File: config.mk
export PLATFORM = sky130hd
export DESIGN_NAME = taxi_tick_sched
export DESIGN_NICKNAME = d
export VERILOG_FILES = /design/src/rtl/taxi_tick_sched.sv
export SDC_FILE = /design/constraint.sdc
export NUM_CORES = 1
export LEC_CHECK = 0
export ABC_AREA = 1
export CAP_MARGIN = 20
export CORE_MARGIN = 2
export CORE_UTILIZATION = 50
export CTS_BUF_LIST = sky130_fd_sc_hd__clkbuf_16
export DETAILED_ROUTE_END_ITERATION = 8
export DONT_BUFFER_PORTS = 1
export GPL_ROUTABILITY_DRIVEN = 0
export GPL_TIMING_DRIVEN = 0
export SLEW_MARGIN = 40
export SYNTH_ARGS = -nofsm -noshare
export SYNTH_HDL_FRONTEND = slang
export SYNTH_SLANG_ARGS = --single-unit
File: constraint.sdc
create_clock -name clk -period 3.3 [get_ports clk]
set_clock_uncertainty 0.05 [all_clocks]
set_input_delay 0.66 -clock clk [delete_from_list [all_inputs] [get_ports clk]]
set_output_delay 0.66 -clock clk [all_outputs]
set_load 0.02 [all_outputs]
File: src/rtl/taxi_tick_sched.sv
// taxi_tick_sched: trip sequencer and distance/waiting-time tick divider for the taxi fare path
// Ports: clk, rst_n (sync, active-low), start, stop, wheel_pulse -> dist_tick, wait_tick, trip_end, state[1:0]
// Optional TAXI_TICK_CFG_EN adds cfg_we, cfg_sel[1:0], cfg_data[CNT_W-1:0] for runtime divisors (IDLE-only writes)
module taxi_tick_sched #(
  parameter int CNT_W     = 12,
  parameter int DIST_DIV  = 100,
  parameter int WAIT_DIV  = 1000,
  parameter int STALL_LIM = 500
) (
  input  logic             clk,
  input  logic             rst_n,
  input  logic             start,
  input  logic             stop,
  input  logic             wheel_pulse,
`ifdef TAXI_TICK_CFG_EN
  input  logic             cfg_we,
  input  logic [1:0]       cfg_sel,
  input  logic [CNT_W-1:0] cfg_data,
`endif
  output logic             dist_tick,
  output logic             wait_tick,
  output logic             trip_end,
  output logic [1:0]       state
);
  typedef enum logic [1:0] {S_IDLE = 2'b00, S_RUN = 2'b01, S_WAIT = 2'b10} state_t;
  state_t st;
  logic [CNT_W-1:0] dist_cnt, wait_cnt, stall_cnt;
  logic [CNT_W-1:0] dist_div, wait_div, stall_lim;
  logic dist_hit, wait_hit, stall_hit;
`ifdef TAXI_TICK_CFG_EN
  always_ff @(posedge clk)
    if (!rst_n) begin
      dist_div  <= CNT_W'(DIST_DIV);
      wait_div  <= CNT_W'(WAIT_DIV);
      stall_lim <= CNT_W'(STALL_LIM);
    end else if (cfg_we && st == S_IDLE && cfg_data != '0) begin
      if (cfg_sel == 2'd0) dist_div <= cfg_data;
      if (cfg_sel == 2'd1) wait_div <= cfg_data;
      if (cfg_sel == 2'd2) stall_lim <= cfg_data;
    end
`else
  assign dist_div  = CNT_W'(DIST_DIV);
  assign wait_div  = CNT_W'(WAIT_DIV);
  assign stall_lim = CNT_W'(STALL_LIM);
`endif
  assign dist_hit  = dist_cnt == dist_div - CNT_W'(1);
  assign wait_hit  = wait_cnt == wait_div - CNT_W'(1);
  assign stall_hit = stall_cnt == stall_lim - CNT_W'(1);
  assign state     = st;
  always_ff @(posedge clk)
    if (!rst_n) begin
      st        <= S_IDLE;
      dist_cnt  <= '0;
      wait_cnt  <= '0;
      stall_cnt <= '0;
      dist_tick <= 1'b0;
      wait_tick <= 1'b0;
      trip_end  <= 1'b0;
    end else begin
      dist_tick <= 1'b0;
      wait_tick <= 1'b0;
      trip_end  <= 1'b0;
      case (st)
        S_IDLE: begin
          dist_cnt  <= '0;
          wait_cnt  <= '0;
          stall_cnt <= '0;
          if (start && !stop) st <= S_RUN;
        end
        S_RUN, S_WAIT: begin
          // stop wins over every same-cycle event, so a coincident terminal count is dropped
          if (stop) begin
            st        <= S_IDLE;
            trip_end  <= 1'b1;
            dist_cnt  <= '0;
            wait_cnt  <= '0;
            stall_cnt <= '0;
          end else begin
            if (wheel_pulse) begin
              dist_cnt  <= dist_hit ? '0 : dist_cnt + CNT_W'(1);
              dist_tick <= dist_hit;
              stall_cnt <= '0;
              st        <= S_RUN;
            end else if (st == S_RUN) begin
              stall_cnt <= stall_hit ? '0 : stall_cnt + CNT_W'(1);
              if (stall_hit) st <= S_WAIT;
            end
            // waiting time keeps accumulating; wait_cnt is kept across RUN so partial time is not lost
            if (st == S_WAIT) begin
              wait_cnt  <= wait_hit ? '0 : wait_cnt + CNT_W'(1);
              wait_tick <= wait_hit;
            end
          end
        end
        default: begin
          st        <= S_IDLE;
          dist_cnt  <= '0;
          wait_cnt  <= '0;
          stall_cnt <= '0;
        end
      endcase
    end
endmodule

Yosys cells after proc, flatten, opt, wreduce, memory -nomap -nowiden:

Index checks and enable logic that the tools add are counted.

* bitwise operators: 4
* reductions and logical operators: 10
* multiplexer cells: 10
* eq/ne operators: 8
* add/sub/neg operators: 3

Operators with widths (count)
* adder 12 x 1 -> 12 bit, second input constant: 3
* 2-to-1 mux 12 bit: 3
* equality test 12 x 10 -> 1 bit, second input constant: 1
* equality test 12 x 7 -> 1 bit, second input constant: 1
* equality test 12 x 9 -> 1 bit, second input constant: 1
* OR reduction 4 bit: 3
* 2-to-1 mux 2 bit: 5
* != test 4 bit, second input constant: 2
* NOT 1 bit: 4
* one-hot mux 2 bit (2 select lines): 1
* AND reduction 3 bit: 1
* OR reduction 3 bit: 1
* equality test 2 x 1 -> 1 bit, second input constant: 1
* equality test 2 bit, second input constant: 1
* logical NOT 2 bit: 1
* != test 2 bit, second input constant: 1
* AND reduction 2 bit: 1
* OR reduction 2 bit: 1
* logical AND 1 bit: 1
* logical NOT 1 bit: 1
* 2-to-1 mux 1 bit: 1

* output and inout bits: 5
* register bits after elaboration: 41
* input bits: 5
* logic and storage cells: 42

Depth between registers and ports, before layout:

Gate-level depths: netlist (run 1).

* depth after elaboration: 6
* gate-level depth with buffers: 9
* depth with buffers taken out: 9

Worst setup path after synthesis (run 1):

OpenSTA, ideal clock, no wires.

* path kind: reg2reg
* start point: register st[0] (netlist: state[0])
* end point: register wait_cnt[9]
* data arrival time: 1.511 ns
* stages on the path, launching flop included: 9
* buffers on the path: 0
* required time: 3.186 ns
* setup slack: 1.675 ns
* library setup time: 0.064 ns
* period minus slack after synthesis: 1.625 ns
* cell sequence: dfxtp_1 > inv_1 > ha_1 > nand2_1 > nor2_2 > inv_2 > nor2_2 > nand2_1 > nor2_1

* word-level cells in the longest chain between the ends: 4
* elaborated cells between the ends (all ways): 5
* those cells by class: eq/ne (2); bitwise (1); reduce/logical (2)

Ends and longest elaborated chain
* start: declaration: RTL line 26 `state_t st;`
* start signal: assignment: RTL line 52 `st <= S_IDLE;`
* start signal: assignment: RTL line 68 `if (start && !stop) st <= S_RUN;`
* start signal: assignment: RTL line 73 `st <= S_IDLE;`
* equality test 2 x 1 -> 1 bit / equality test 2 bit (equally long branches): RTL line 63, 89
* OR reduction 2 bit: RTL line 63 `case (st)`
* NOT 1 bit (no line)
* OR reduction 3 bit (no line)
* end signal: assignment: RTL line 90 `wait_cnt <= wait_hit ? '0 : wait_cnt + CNT_W'(1);`
* end: declaration: RTL line 27 `logic [CNT_W-1:0] dist_cnt, wait_cnt, stall_cnt;`

Several ways; a longest one is shown, not always the timed one.
A chain may end at the register's enable or synchronous reset.

Worst setup path in the final report (run 1):

Ends and elaborated chain as after synthesis.

==> results of run 1 <==
-- routing by layer --
metal / vias to the layer above / track usage [%] / part of all wire, %
met5: - / 0 / 0
met2: 13 / 31.30 / 45
li1: 987 / - / -
met1: 775 / 23.29 / 50
met4: 0 / 7.190 / 1.9
met3: 9 / 5.263 / 2.7
-- flip-flops by register name, indices dropped and copies added (netlist names) --
name	flops
state	2
dist_tick	1
wait_cnt	12
trip_end	1
dist_cnt	12
stall_cnt	12
wait_tick	1
-- stage by stage --
| stage | area [um^2] | power, mW | hold slack (ns) | util, % |
|---|---|---|---|---|
| global placement | 2176 | 0.7869 | 0.4020 | 54.01 |
| floorplan | 2113 | 0.7380 | 0.3858 | - |
| finish | 2338 | 1.312 | 0.4135 | 58.04 |
| detailed placement | 2176 | 0.7893 | 0.4130 | 54.01 |
| global route | 2338 | 1.390 | 0.4072 | 58.04 |
| CTS | 2338 | 1.330 | 0.4073 | 58.04 |
-- worst max-delay path: cells and delay by family, from the launching register on --
| family | cells | cell delay [ns] |
|---|---|---|
| buf+inv | 2 | 0.27 |
| simple gates | 5 | 0.67 |
| flops | 1 | 0.52 |
| fa+ha+maj | 1 | 0.34 |
-- path summary, 6_finish.rpt --
kind / from / to / depth (start not counted)
max: state[0]$_SDFFE_PN0P_ / wait_cnt[9]$_SDFFE_PP0N_ / 8
min reg2reg: stall_cnt[5]$_SDFFE_PP0N_ / stall_cnt[5]$_SDFFE_PP0N_ / 2
max reg2reg: state[0]$_SDFFE_PN0P_ / wait_cnt[9]$_SDFFE_PP0N_ / 8
min: stop / wait_tick$_SDFF_PP0_ / 1
-- layout make-up --
| class | count | area share [%] |
|---|---|---|
| well taps | 50 | 2.675 |
| clock inverters | 3 | 1.605 |
| multi-input cells | 221 | 47.51 |
| plain buffers | 3 | 0.7491 |
| inverters | 43 | 7.009 |
| clock buffers | 5 | 5.350 |
| flip-flops and latches | 41 | 35.10 |
-- power groups by stage --
stage	logic, mW	registers [mW]	clock network, mW
after CTS	0.227	0.552	0.551
after global routing	0.266	0.554	0.570
after global placement	0.225	0.562	0
after detailed placement	0.227	0.563	0
final	0.225	0.551	0.536
after floorplan	0.181	0.557	0
-- cells in the final DEF (no fill, tap or decap), types with 5 or more instances in the layout --
master / netlist / layout
sky130_fd_sc_hd__nor3_1: 12 / 12
sky130_fd_sc_hd__nand3_1: 18 / 18
sky130_fd_sc_hd__clkbuf_16: 0 / 5
sky130_fd_sc_hd__nor2_1: 60 / 60
sky130_fd_sc_hd__inv_1: 36 / 37
sky130_fd_sc_hd__xor2_1: 12 / 12
sky130_fd_sc_hd__inv_2: 6 / 6
sky130_fd_sc_hd__a21oi_1: 9 / 9
sky130_fd_sc_hd__dfxtp_1: 41 / 41
sky130_fd_sc_hd__nand4_1: 9 / 9
sky130_fd_sc_hd__ha_1: 7 / 7
sky130_fd_sc_hd__nand2_1: 72 / 72
-- kinds of logic after synthesis --
group	after synthesis	share of synthesized area, %
simple gates	183	38.07
buf+inv	46	8.585
flops	41	38.84
compound gates	16	4.144
xor+xnor	15	6.217
fa+ha+maj	7	4.144
==> metrics.txt, run 1 <==
# TYPE chip_impl_metric gauge
chip_impl_metric{name="worst-endpoint-required",unit="ns"} 3.47
chip_impl_metric{name="switching_share",unit="%"} 28.53
chip_impl_metric{name="deepest_level_of_the_cts_h_tree",unit=""} 2
chip_impl_info{name="outcome",value="complete, no violations"} 1
chip_impl_info{name="synth-main-ff-cell",value="sky130_fd_sc_hd__dfxtp_1"} 1
chip_impl_metric{name="post_synthesis_to_final_layout_area_growth",unit="%"} 10.66
chip_impl_metric{name="sequentialPowerShare",unit="%"} 42.0
chip_impl_metric{name="multiInputGateArea",unit="um^2"} 1111
chip_impl_info{name="grt_setup_unrepaired",value="false"} 1
chip_impl_metric{name="vdd_ir_drop_max",unit="V"} 0.0003064
chip_impl_metric{name="post_drt_via_cell_ratio",unit=""} 4.874
chip_impl_info{name="cp_cell_sequence",value="inv_1, ha_1, nand2_1, nor2_2, inv_2, nor2_2, nand2_1, nor2_1"} 1
chip_impl_info{name="clockRootBuffer",value="sky130_fd_sc_hd__clkbuf_16"} 1
chip_impl_metric{name="grt_ovf",unit=""} 0
chip_impl_info{name="hold_path_class",value="in -> reg"} 1
chip_impl_metric{name="dp_slack",unit="ns"} 1.360
chip_impl_metric{name="final_min_period_over_clock_period",unit="%"} 57.76
chip_impl_metric{name="path_max_fanout",unit=""} 10
chip_impl_metric{name="max_slew_margin",unit="%"} 77.29
chip_impl_metric{name="synth_top_area_share",unit="%"} 38.84
chip_impl_metric{name="cp.arrival",unit="ns"} 2.08
chip_impl_metric{name="syn_area",unit="um^2"} 2113
chip_impl_info{name="setup.worst_path.end_class",value="flop"} 1
chip_impl_metric{name="final_nets",unit=""} 327
chip_impl_metric{name="power.combinational.fraction",unit="%"} 17.2
chip_impl_metric{name="vias",unit=""} 1784
chip_impl_metric{name="global_route.usage.total",unit="%"} 18.90
chip_impl_metric{name="via_count_of_the_first_global_routing_pass",unit=""} 1757
chip_impl_metric{name="cell_count_after_synthesis",unit=""} 308
chip_impl_metric{name="post-cts-setup-buffers",unit=""} 0
chip_impl_metric{name="portBuffers",unit=""} 0
chip_impl_metric{name="pd_cells",unit="nW/um^2"} 561.2
chip_impl_metric{name="min_period",unit="ns"} 1.906
chip_impl_metric{name="dieHeight",unit="um"} 69.01
chip_impl_metric{name="final-setup-viol-count",unit=""} 0
chip_impl_metric{name="cpPeakStageDelay",unit="ns"} 0.52
chip_impl_metric{name="cts_hold_buffers",unit=""} 0
chip_impl_metric{name="synth_edf_count",unit=""} 0
chip_impl_metric{name="num_antenna_cells",unit=""} 0
chip_impl_metric{name="clkSinkCount",unit=""} 41
chip_impl_metric{name="final_cell_count_no_fill",unit=""} 366
chip_impl_info{name="synth_top_area_cell",value="sky130_fd_sc_hd__dfxtp_1"} 1
chip_impl_metric{name="ant_nets",unit=""} 0
chip_impl_metric{name="yosysWarnings",unit=""} 0
chip_impl_metric{name="initialDrtViolationCount",unit=""} 55
chip_impl_metric{name="synth-async-reset-ratio",unit="%"} 0
chip_impl_metric{name="fillCellCount",unit=""} 406
chip_impl_metric{name="totalNegativeSetupSlack",unit="ns"} 0
chip_impl_metric{name="synth.distinct_cells",unit=""} 27
chip_impl_info{name="synth_top_cells_by_area",value="sky130_fd_sc_hd__dfxtp_1, sky130_fd_sc_hd__nand2_1, sky130_fd_sc_hd__nor2_1"} 1
chip_impl_metric{name="cts-resized-gates",unit=""} 0
chip_impl_metric{name="synth_sequential_area_ratio",unit="%"} 38.84
chip_impl_metric{name="ioPinCount",unit=""} 10
chip_impl_metric{name="initial_antenna_violation_count",unit=""} 0
chip_impl_metric{name="drcViolationCount",unit=""} 0
chip_impl_metric{name="power.share.clock",unit="%"} 40.8
chip_impl_metric{name="worst_pin_slew",unit="ns"} 0.3402
chip_impl_metric{name="wire_length_of_the_first_global_routing_pass",unit="um"} 7376
chip_impl_info{name="critical_path_class",value="reg -> reg"} 1
chip_impl_info{name="synthMostInstantiatedCell",value="sky130_fd_sc_hd__nand2_1"} 1
chip_impl_metric{name="hold_viol_final",unit=""} 0
chip_impl_metric{name="grt_max_degree",unit=""} 13
chip_impl_metric{name="detailedPlacementHpwl",unit="um"} 3093
chip_impl_metric{name="wirelength",unit="um"} 4093
chip_impl_metric{name="cts-root-to-sink-buffers",unit=""} 2
chip_impl_metric{name="ff_latch_area",unit="um^2"} 820.8
chip_impl_metric{name="count_of_state_elements_after_synthesis",unit=""} 41
chip_impl_metric{name="final_worst_slack",unit="ns"} 1.394
chip_impl_metric{name="row_count",unit=""} 23
chip_impl_metric{name="core_region_area",unit="um^2"} 4029
chip_impl_metric{name="netSwitchingPower",unit="mW"} 0.3744
chip_impl_metric{name="cellInternalPower",unit="mW"} 0.9379
chip_impl_metric{name="layout_cell_share_with_drive_strength_beyond_1",unit="%"} 7.595
chip_impl_info{name="synthTopCellsByCount",value="sky130_fd_sc_hd__nand2_1, sky130_fd_sc_hd__nor2_1, sky130_fd_sc_hd__dfxtp_1, sky130_fd_sc_hd__inv_1, sky130_fd_sc_hd__nand3_1"} 1
chip_impl_metric{name="worst_setup_hold_path_clk_slew",unit="ns"} 0.06
chip_impl_metric{name="wl_per_cell",unit="um"} 11.18
chip_impl_metric{name="max-cap-violations",unit=""} 0
chip_impl_metric{name="start_util",unit="%"} 52.45
chip_impl_metric{name="timing_max_transition_violations_final",unit=""} 0
chip_impl_metric{name="design.die.area",unit="um^2"} 4762
chip_impl_metric{name="worst_reg_to_reg_setup_slack",unit="ns"} 1.39
chip_impl_metric{name="fmaxAchievable",unit="MHz"} 524.7
chip_impl_info{name="critical_path.slowest_cell",value="sky130_fd_sc_hd__dfxtp_1"} 1
chip_impl_metric{name="cts_buffers",unit=""} 5
chip_impl_metric{name="detailedRoute.firstPassIterationCount",unit=""} 4
chip_impl_info{name="tritoncts",value="done"} 1
chip_impl_metric{name="die_w",unit="um"} 69.01
chip_impl_metric{name="synth_nets",unit=""} 320
chip_impl_metric{name="place.detailed.instances",unit=""} 358
chip_impl_metric{name="p_leak",unit="nW"} 0.9132
chip_impl_info{name="cp-start-kind",value="flop"} 1
chip_impl_metric{name="post_synthesis_mean_instance_area",unit="um^2"} 6.861
chip_impl_metric{name="worst_skew_pair.late_latency",unit="ns"} 0.28
Note: power is estimated with default switching activity, not from simulation.
==> inputs of run 2 (changes only) <==
==> constraint.sdc (replaced) <==
create_clock -name clk -period 1.9 [get_ports clk]
set_clock_uncertainty 0.05 [all_clocks]
set_input_delay 0.38 -clock clk [delete_from_list [all_inputs] [get_ports clk]]
set_output_delay 0.38 -clock clk [all_outputs]
set_load 0.02 [all_outputs]
==> run 2 against run 1 <==
  * Final area increased by 0.32%
  * Wire length barely moved
  * Worst hold slack got worse by 0.28 ns
  * Sequential power is 75% higher
  * Critical path depth stayed put
  * Sequential share of layout area is essentially flat
  * Clock power up 74%
  * Critical endpoint unchanged
  * Largest cell class unchanged
==> metrics.txt, run 2 (synthesis results as in run 1) <==
# TYPE chip_impl_metric gauge
chip_impl_info{name="outcome",value="complete, no violations"} 1
chip_impl_metric{name="core_region_area",unit="um^2"} 4029
chip_impl_metric{name="fmaxAchievable",unit="MHz"} 579.7
chip_impl_metric{name="dieHeight",unit="um"} 69.01
chip_impl_info{name="critical_path_class",value="reg -> reg"} 1
chip_impl_metric{name="wirelength",unit="um"} 4094
chip_impl_info{name="tritoncts",value="done"} 1
chip_impl_metric{name="wire_length_of_the_first_global_routing_pass",unit="um"} 7376
chip_impl_metric{name="final_min_period_over_clock_period",unit="%"} 90.80
chip_impl_metric{name="post_drt_via_cell_ratio",unit=""} 4.874
chip_impl_metric{name="cts_buffers",unit=""} 5
chip_impl_metric{name="wl_per_cell",unit="um"} 11.19
chip_impl_metric{name="design.die.area",unit="um^2"} 4762
chip_impl_metric{name="drcViolationCount",unit=""} 0
chip_impl_metric{name="ant_nets",unit=""} 0
chip_impl_info{name="grt_setup_unrepaired",value="false"} 1
chip_impl_metric{name="row_count",unit=""} 23
chip_impl_info{name="biggestRegsByFlops",value="dist_cnt (12), stall_cnt (12), wait_cnt (12)"} 1
chip_impl_metric{name="pd_cells",unit="nW/um^2"} 976.1
chip_impl_metric{name="sequentialPowerShare",unit="%"} 42.0
chip_impl_metric{name="grt_max_degree",unit=""} 13
chip_impl_metric{name="global_route.usage.total",unit="%"} 18.90
chip_impl_metric{name="die_w",unit="um"} 69.01
chip_impl_metric{name="total_power",unit="mW"} 2.290
chip_impl_metric{name="netSwitchingPower",unit="mW"} 0.6543
chip_impl_metric{name="initialDrtViolationCount",unit=""} 58
chip_impl_metric{name="post-cts-setup-buffers",unit=""} 0
chip_impl_metric{name="vdd_ir_drop_max",unit="V"} 0.0005376
chip_impl_metric{name="detailedRoute.firstPassIterationCount",unit=""} 4
chip_impl_metric{name="max_slew_margin",unit="%"} 79.53
chip_impl_metric{name="path_max_fanout",unit=""} 10
chip_impl_info{name="setup.worst_path.end_class",value="flop"} 1
chip_impl_metric{name="post_synthesis_to_final_layout_area_growth",unit="%"} 11.01
chip_impl_metric{name="timing_max_transition_violations_final",unit=""} 0
chip_impl_metric{name="hold_viol_final",unit=""} 0
chip_impl_info{name="hold_path_class",value="in -> reg"} 1
chip_impl_metric{name="cts_hold_buffers",unit=""} 0
chip_impl_metric{name="final_core_utilization",unit="%"} 58.23
chip_impl_metric{name="worst_pin_slew",unit="ns"} 0.3048
chip_impl_metric{name="cp.arrival",unit="ns"} 1.89
chip_impl_info{name="layout_common_cells",value="sky130_fd_sc_hd__nand2_1, sky130_fd_sc_hd__nor2_1, sky130_fd_sc_hd__dfxtp_1, sky130_fd_sc_hd__inv_1, sky130_fd_sc_hd__nand3_1"} 1
chip_impl_metric{name="cts-root-to-sink-buffers",unit=""} 2
chip_impl_metric{name="worst_setup_hold_path_clk_slew",unit="ns"} 0.06
chip_impl_info{name="clockRootBuffer",value="sky130_fd_sc_hd__clkbuf_16"} 1
chip_impl_metric{name="initial_antenna_violation_count",unit=""} 0
chip_impl_metric{name="clkSinkCount",unit=""} 41
chip_impl_metric{name="start_util",unit="%"} 52.45
chip_impl_metric{name="switching_share",unit="%"} 28.57
chip_impl_metric{name="cts-resized-gates",unit=""} 2
chip_impl_metric{name="worst_skew_pair.late_latency",unit="ns"} 0.28
chip_impl_metric{name="ioPinCount",unit=""} 10
chip_impl_metric{name="num_antenna_cells",unit=""} 0
chip_impl_metric{name="p_leak",unit="nW"} 0.9142
chip_impl_metric{name="detailedPlacementHpwl",unit="um"} 3093
chip_impl_metric{name="grt_ovf",unit=""} 0
chip_impl_info{name="layout.cells.most_common",value="sky130_fd_sc_hd__nand2_1"} 1
chip_impl_metric{name="layout_cell_share_with_drive_strength_beyond_1",unit="%"} 8.228
chip_impl_metric{name="final-setup-viol-count",unit=""} 0
chip_impl_metric{name="max-cap-violations",unit=""} 0
chip_impl_metric{name="power.combinational.fraction",unit="%"} 17.3
chip_impl_metric{name="via_count_of_the_first_global_routing_pass",unit=""} 1757
chip_impl_metric{name="cellInternalPower",unit="mW"} 1.636
chip_impl_metric{name="final_nets",unit=""} 327
chip_impl_metric{name="portBuffers",unit=""} 0
chip_impl_metric{name="worst-endpoint-required",unit="ns"} 2.07
chip_impl_metric{name="vias",unit=""} 1784
chip_impl_metric{name="deepest_level_of_the_cts_h_tree",unit=""} 2
chip_impl_info{name="cp-start-kind",value="flop"} 1
chip_impl_metric{name="min_period",unit="ns"} 1.725
chip_impl_metric{name="power.share.clock",unit="%"} 40.7
==> run 2: cell type report <==
type | instances | area [um^2]
Clock buffer | 5 | 125.1
Sequential cell | 41 | 823.3
Buffer | 3 | 17.52
Tap cell | 50 | 62.56
Inverter | 43 | 163.9
Multi-Input combinational cell | 221 | 1116
Clock inverter | 3 | 37.54
Fill cell | 404 | 1683
==> run 2: path summary, 6_finish.rpt <==
check                             from                         to  slack, ns  cells past startpoint
max              state[0]$_SDFFE_PN0P_   wait_cnt[9]$_SDFFE_PP0N_       0.17                      8
min                               stop       wait_tick$_SDFF_PP0_       0.13                      1
max reg2reg      state[0]$_SDFFE_PN0P_   wait_cnt[9]$_SDFFE_PP0N_       0.17                      8
min reg2reg  stall_cnt[5]$_SDFFE_PP0N_  stall_cnt[5]$_SDFFE_PP0N_       0.42                      2
==> run 2: per-layer routing <==
layer	global-route usage, %	vias up	part of all wire (%)
met5	0	-	0
met4	7.190	0	1.9
li1	-	987	-
met1	23.29	775	51
met3	5.263	9	2.7
met2	31.30	13	45
==> run 2: through the flow <==
| stage | TNS, ns | cell area (um^2) | std cells | setup WS, ns | hold WS, ns |
|---|---|---|---|---|---|
| after floorplan | 0 | 2113 | 308 | 0.2750 | 0.3858 |
| after global placement | -0.06219 | 2176 | 358 | -0.02003 | 0.4020 |
| after detailed placement | -0.1379 | 2176 | 358 | -0.03975 | 0.4130 |
| after CTS | 0 | 2341 | 366 | 0.07714 | 0.1273 |
| after global routing | 0 | 2346 | 366 | 0.01611 | 0.1273 |
| final | 0 | 2346 | 366 | 0.1748 | 0.1330 |
==> run 2: critical path: stages, from the launching register on <==
cell and delay [ns]:
sky130_fd_sc_hd__dfxtp_2 0.43, sky130_fd_sc_hd__inv_1 0.09, sky130_fd_sc_hd__ha_1 0.33, sky130_fd_sc_hd__nand2_1 0.13, sky130_fd_sc_hd__nor2_4 0.16, sky130_fd_sc_hd__inv_2 0.13
sky130_fd_sc_hd__nor2_2 0.20, sky130_fd_sc_hd__nand2_1 0.07, sky130_fd_sc_hd__nor2_1 0.08
==> run 2: power groups by stage <==
stage,clock [mW],sequential [mW],combinational [mW]
global route,0.991,0.967,0.466
CTS,0.958,0.963,0.395
detailed placement,0,0.977,0.394
finish,0.931,0.962,0.396
global placement,0,0.976,0.391
floorplan,0,0.968,0.314
==> inputs of run 3 (changes only) <==
--- a/config.mk
+++ b/config.mk
@@ -18,3 +18,4 @@
 export SYNTH_ARGS = -nofsm -noshare
 export SYNTH_HDL_FRONTEND = slang
 export SYNTH_SLANG_ARGS = --single-unit
+export TNS_END_PERCENT = 30
==> results of run 3 <==
Same layout as run 2: the final DEF is identical, and so are final timing and power.
